[src/rtl/debounce_pkg.sv]
// Shared types for the input-conditioning blocks: the debouncer FSM state encoding.
package debounce_pkg;

  typedef enum logic [1:0] {
    ZERO  = 2'd0,
    WAIT1 = 2'd1,
    ONE   = 2'd2,
    WAIT0 = 2'd3
  } db_state_t;

endpackage

[src/rtl/sync_2ff.sv]
// Two-flop synchroniser for a single asynchronous bit; reusable by any input-conditioning block.
module sync_2ff (
  input  logic clk,
  input  logic rst_n,
  input  logic d,
  output logic q
);

  logic s1;

  always_ff @(posedge clk) begin
    if (!rst_n) begin
      s1 <= 1'b0;
      q  <= 1'b0;
    end else begin
      s1 <= d;
      q  <= s1;
    end
  end

endmodule

[src/rtl/debouncer.sv]
// Debouncer: synchronises a bouncy mechanical input and only moves the output
// once the new level has been seen for STABLE_CYCLES consecutive samples.
module debouncer
  import debounce_pkg::*;
#(
  parameter int STABLE_CYCLES = 500_000
) (
  input  logic clk,
  input  logic rst_n,
  input  logic sig_raw,
  output logic db_level,
  output logic busy
);

  // A one-cycle qualification still needs a 1-bit counter to compare against.
  localparam int CNT_W = (STABLE_CYCLES > 1) ? $clog2(STABLE_CYCLES) : 1;
  localparam logic [CNT_W-1:0] CNT_LAST = CNT_W'(STABLE_CYCLES - 1);

  logic            sig_s;
  db_state_t       state, state_nx;
  logic [CNT_W-1:0] cnt, cnt_nx;

  sync_2ff u_sync (
    .clk   (clk),
    .rst_n (rst_n),
    .d     (sig_raw),
    .q     (sig_s)
  );

  always_ff @(posedge clk) begin
    if (!rst_n) begin
      state <= ZERO;
      cnt   <= '0;
    end else begin
      state <= state_nx;
      cnt   <= cnt_nx;
    end
  end

  // Compare precedes increment, so cnt never passes CNT_LAST and cannot wrap.
  always_comb begin
    state_nx = state;
    cnt_nx   = cnt;
    case (state)
      ZERO: begin
        if (sig_s) begin
          state_nx = WAIT1;
          cnt_nx   = '0;
        end
      end
      WAIT1: begin
        if (!sig_s)               state_nx = ZERO;
        else if (cnt == CNT_LAST) state_nx = ONE;
        else                      cnt_nx   = cnt + 1'b1;
      end
      ONE: begin
        if (!sig_s) begin
          state_nx = WAIT0;
          cnt_nx   = '0;
        end
      end
      WAIT0: begin
        if (sig_s)                state_nx = ONE;
        else if (cnt == CNT_LAST) state_nx = ZERO;
        else                      cnt_nx   = cnt + 1'b1;
      end
      default: state_nx = ZERO;
    endcase
  end

  assign db_level = (state == ONE)   || (state == WAIT0);
  assign busy     = (state == WAIT1) || (state == WAIT0);

endmodule

[config.mk]
export PLATFORM = sky130hd
export DESIGN_NAME = debouncer
export DESIGN_NICKNAME = d
export VERILOG_FILES = /design/src/rtl/debounce_pkg.sv /design/src/rtl/sync_2ff.sv /design/src/rtl/debouncer.sv
export SDC_FILE = /design/constraint.sdc
export NUM_CORES = 1
export LEC_CHECK = 0
export ABC_AREA = 1
export BUFFER_PORTS_ARGS = -buffer_cell sky130_fd_sc_hd__buf_4
export CAP_MARGIN = 20
export CORE_MARGIN = 2
export CORE_UTILIZATION = 29
export CTS_CLUSTER_DIAMETER = 120
export DETAILED_ROUTE_END_ITERATION = 10
export PLACE_DENSITY = 0.53
export SYNTH_ARGS = -nofsm -noshare
export SYNTH_HDL_FRONTEND = slang
export SYNTH_HIERARCHICAL = 1
export SYNTH_SLANG_ARGS = --single-unit
[constraint.sdc]
create_clock -name clk -period 1.7 [get_ports clk]
set_input_delay 0.34 -clock clk [delete_from_list [all_inputs] [get_ports clk]]
set_output_delay 0.34 -clock clk [all_outputs]
set_load 0.1 [all_outputs]
Word level (Yosys, flattened, before mapping)
Cells that the tools add are included.
{ "totals": {"output_inout_bits": 2, "register_bits": 23, "in_bits": 3, "elab_cells": 33} }
{ "op_classes": {"addsub": 1, "n_reduce_logical": 5, "n_eq_ne": 10, "muxes": 13} }
{ "ops": {"columns": ["op", "count"], "rows": [
  ["$mux 19", 5],
  ["$pmux 19 s4", 1],
  ["$add 19x1->19 const B", 1],
  ["$eq 19x19->1 const B", 1],
  ["$mux 2", 6],
  ["$pmux 2 s4", 1],
  ["$reduce_and 4->1", 2],
  ["$eq 2x2->1 const B", 2],
  ["$ne 2x1->1 const B", 2],
  ["$ne 2x2->1 const B", 2],
  ["$ne 3x2->1 const B", 1],
  ["$ne 3x3->1 const B", 1],
  ["$eq 2x1->1 const B", 1],
  ["$logic_not 2->1", 1],
  ["$logic_or 1x1->1", 2]
]} }

Longest topological paths before layout
{ "logic_depth": {"depth_word": 4, "depth_mapped": 10, "depth_no_buf": 10} }

Hierarchy
The synthesis kept the hierarchy.
{ "by_module_without_submodules": {"columns": ["module", "area_per_inst_um2", "cells_each", "n_inst"], "rows": [
  ["debouncer", 1418.9, 229, 1],
  ["sync_2ff", 55.1, 6, 1]
]} }

Worst setup path before layout
OpenSTA, ideal clock, no wires.
{ "synth_timing": {"path_type": "register -> output", "start": "register state[0]", "end": "output port busy", "t_required_ns": 1.360, "path_stages_with_launch": 2, "arrival_time_ns": 1.262, "n_path_buf": 1, "slack_ns": 0.098, "path_cell_list": "dfxtp_1 -> clkbuf_1"} }
{ "synth_via": {"elab_chain_len": 2, "elab_cells_between_ends": 3, "classes_between": "eq/ne: 2; reduce/logical: 1"} }
{ "synth_rtl": {"columns": ["item", "line_no", "source"], "rows": [
  ["start, declared", "debouncer.sv:20", "db_state_t state, state_nx;"],
  ["start signal, assigned", "debouncer.sv:35", "state <= state_nx;"],
  ["$eq 2x1->1 or $eq 2x2->1 (tied branches)", "debouncer.sv:72", "assign busy = (state == WAIT1) || (state == WAIT0);"],
  ["$logic_or 1x1->1 *", "debouncer.sv:72", null],
  ["end, declared", "debouncer.sv:12", "output logic busy"]
]} }
Mark *: on every way between the ends. The rest lies on a longest branch, timed or not.

Worst setup path in the final report
{ "layout_timing": {"start": "register cnt[1]", "end": "register cnt[14]"} }
{ "layout_via": {"elab_chain_len": 4, "elab_cells_between_ends": 6, "classes_between": "add/sub: 1; eq/ne: 1; mux: 4"} }
{ "layout_rtl": {"columns": ["item", "line_no", "source"], "rows": [
  ["start, declared", "debouncer.sv:21", "logic [CNT_W-1:0] cnt, cnt_nx;"],
  ["start signal, assigned", "debouncer.sv:36", "cnt <= cnt_nx;"],
  ["$add 19x1->19 or $eq 19x19->1 (tied branches)", null, null],
  ["$mux 19 *", "debouncer.sv:53, debouncer.sv:64", null],
  ["$mux 19 (on tied branches)", "debouncer.sv:63, debouncer.sv:52", null],
  ["$pmux 19 s4 *", "debouncer.sv:44", "case (state)"]
]} }
Mark *: on every way between the ends. The rest lies on a longest branch, timed or not. The select of a mux whose other input is x is not followed.
A chain may end at the register's enable or synchronous reset.

==> impl_metrics.env <==
export IMPL_io_buffers=4
export IMPL_die_h_um=75.29
export IMPL_drtAntennaViolNets=0
export IMPL_synth_cell_types=24
export IMPL_rsz0062_at_grt="true"
export IMPL_place_area_um2=1682
export IMPL_fillers=556
export IMPL_yosys_top_cells_area="dfxtp_1, nand2_1, nor2_1, inv_1, nand3_1"
export IMPL_cts_hold_buf=0
export IMPL_antenna_found_initial=0
export IMPL_critPathLaunchType="flip-flop"
export IMPL_power_leakage_nw=0.6866
export IMPL_drt_iter0_drc=81
export IMPL_post_place_ws_ns=0.09885
export IMPL_max_cap_viol_count=0
export IMPL_crit_type="reg2reg"
export IMPL_crit_path_top_delay_cell="dfxtp_1"
export IMPL_outcome="complete, no violations"
export IMPL_ys_seq_area_frac=0.3124
export IMPL_async_flop_share=0
export IMPL_skew_ns=0.004352
export IMPL_yosys_area_top_type="dfxtp_1"
export IMPL_layout_nets=260
export IMPL_ioPinCount=5
export IMPL_hold_violations=0
export IMPL_fp_dieArea_um2=5669
export IMPL_synth_top_area_frac=0.3124
export IMPL_cts_max_path_buffers=2
export IMPL_cts_root_buf="clkbuf_8"
export IMPL_grt_usage=0.1517
export IMPL_switching_power_mw=0.2343
export IMPL_drt_wl_total_um=3747
export IMPL_yosys_warnings=6
export IMPL_htreeDepth=1
export IMPL_numCtsBuffers=3
export IMPL_clkTransAtPathRegs_ns=0.09
export IMPL_syn2layout_area_growth_pct=18.85
export IMPL_clock_sink_count=23
export IMPL_avgViaCountPerCell=4.590
export IMPL_initial_core_util=0.3060
export IMPL_synthFlopType="dfxtp_1"
export IMPL_insertion_delay_ns=0.27
export IMPL_tightestPinTransition_ns=0.6000
export IMPL_grt_pass1_vias=1396
export IMPL_post_route_period_util=0.8951
export IMPL_slew_violations=0
export IMPL_hpwlAfterDp_um=2830
export IMPL_setup_violations=0
export IMPL_p_comb_frac=0.049
export IMPL_drc=0
export IMPL_fp_coreArea_um2=4817
export IMPL_cts_tree="done"
export IMPL_synthCells=235
export IMPL_drive_gt1_frac=0.2000
export IMPL_grt_overflow=0
export IMPL_synth_edf_count=0
export IMPL_postCtsSetupRepairBufs=0
export IMPL_syn_area_um2=1474
export IMPL_power_density_nw_per_um2=542.7
export IMPL_grt_pass1_wl_um=6548
export IMPL_ys_ff_latch=23
export IMPL_final_area_um2=1752
export IMPL_ir_drop_mv=0.4604
export IMPL_cp_required_ns=1.89
export IMPL_synth_area_per_cell_um2=6.272
export IMPL_dr_total_vias=1478
export IMPL_hold_class="in2reg"
export IMPL_cts_resized_gates=0
export IMPL_wire_per_inst_um=11.64
export IMPL_clkPwrFrac=0.380
export IMPL_fmax_mhz=657.2
export IMPL_p_int_mw=0.7164
export IMPL_routabilityCongestion=0.8306
export IMPL_end_kind="flip-flop"
export IMPL_cp_cell_sequence="ha_2 > inv_2 > nor2_8 > buf_4 > nand4_4 > nand2_8 > nand2_1 > a21oi_1"
export IMPL_placementRows=25
export IMPL_slowest_delay_ns=0.35
export IMPL_synthTopCellsByCount="nand2_1, nor2_1, dfxtp_1"
export IMPL_relSlewSlack=0.5975
export IMPL_synth_most_common_cell="nand2_1"
export IMPL_die_w_um=75.29
export IMPL_finalCriticalPeriod_ns=1.522
export IMPL_seqPwrFrac=0.572
export IMPL_worstPathMaxFanout=19
export IMPL_swShare=0.2464
export IMPL_cp_data_arrival_time_ns=1.71
export IMPL_num_antenna_cells=0
export IMPL_syn_num_nets=239
export IMPL_drt_pass1_iterations=4
export IMPL_grt_max_degree=20
export IMPL_timing_final_ws_setup_ns=0.1784
[metrics by stage]
step / power, mW / hold WS, ns / util / std cells / TNS, ns
5_1_grt: 0.9885 / 0.2599 / 0.3636 / 322 / -0.002301
3_3_place_gp: 0.6011 / 0.4045 / 0.3491 / 318 / 0
3_5_place_dp: 0.6005 / 0.4043 / 0.3491 / 318 / 0
2_1_floorplan: 0.5884 / 0.3856 / - / 235 / 0
6_report: 0.9507 / 0.2484 / 0.3636 / 322 / 0
4_1_cts: 0.9631 / 0.2432 / 0.3587 / 322 / 0
[cell type report]
type | instances | area (um^2) | share of cell area
clock buffer | 3 | 41.29 | 0.02357
multi-input combinational | 182 | 905.9 | 0.5171
sequential | 23 | 460.4 | 0.2629
tap | 67 | 83.83 | 0.04786
inverter | 24 | 90.09 | 0.05143
clock inverter | 1 | 5.005 | 0.002857
timing repair buffer | 22 | 165.2 | 0.09429
[placed cells by master, fill, tap and decap left out, types with 3 or more instances in the layout]
master,synthesis,final
dfxtp_1,23,23
nand3_1,15,15
xor2_1,4,4
o21bai_1,3,3
clkbuf_8,0,3
inv_2,2,3
inv_1,21,20
nand2_1,78,76
a21oi_1,12,12
nand2_2,1,3
nand4_1,12,12
nor2_2,5,8
o21ai_0,4,4
buf_4,0,22
nor2_1,36,33
a21oi_2,6,6
[worst paths after layout]
| check | from | cells after the start | slack (ns) | to |
|---|---|---|---|---|
| worst min register to register | u_sync/s1$_SDFF_PN0_ | 2 | 0.42 | u_sync/q$_SDFF_PN0_ |
| worst max register to register | cnt[1]$_SDFFE_PN0P_ | 8 | 0.18 | cnt[14]$_SDFFE_PN0P_ |
| worst max-delay path | cnt[1]$_SDFFE_PN0P_ | 8 | 0.18 | cnt[14]$_SDFFE_PN0P_ |
| worst min-delay path | sig_raw | 3 | 0.25 | u_sync/s1$_SDFF_PN0_ |
[power by group through the flow]
stage | registers [mW] | logic, mW | clock network [mW]
floorplan | 0.556 | 0.0327 | 0
global placement | 0.556 | 0.0450 | 0
detailed placement | 0.556 | 0.0444 | 0
CTS | 0.543 | 0.0447 | 0.375
global route | 0.544 | 0.0505 | 0.394
finish | 0.543 | 0.0462 | 0.361
[sequential cells by signal, summed over array words and instances (netlist names), named ones only]
| signal | flops |
|---|---|
| cnt | 19 |
| state | 1 |
| u_sync/q | 1 |
| u_sync/s1 | 1 |
[cell families (layout without fill, tap and decap cells)]
| logic type | count (synthesis) | after routing | share of synthesized area |
|---|---|---|---|
| flops | 23 | 23 | 0.3124 |
| simple gates | 152 | 152 | 0.4609 |
| buf+inv | 30 | 50 | 0.08913 |
| xor+xnor | 4 | 4 | 0.02377 |
| compound gates | 25 | 25 | 0.1053 |
| fa+ha+maj | 1 | 1 | 0.008488 |
[worst max-delay path, delay by kind of cell (launching register included)]
kind / cells / cell delay (ns)
and+or+nand+nor: 4 / 0.52
DFF: 1 / 0.35
buffers and inverters: 2 / 0.22
adders and majority gates: 1 / 0.19
AOI/OAI and AO/OA: 1 / 0.14
[routing by layer]
layer | track usage | vias up | routed length, um
met5 | 0 | - | 0
met4 | 0.03119 | 0 | 25
met3 | 0.03439 | 4 | 98
met2 | 0.2444 | 19 | 1666
met1 | 0.2091 | 665 | 1958
li1 | - | 790 | -
Note: power is estimated with default switching activity, not from simulation.
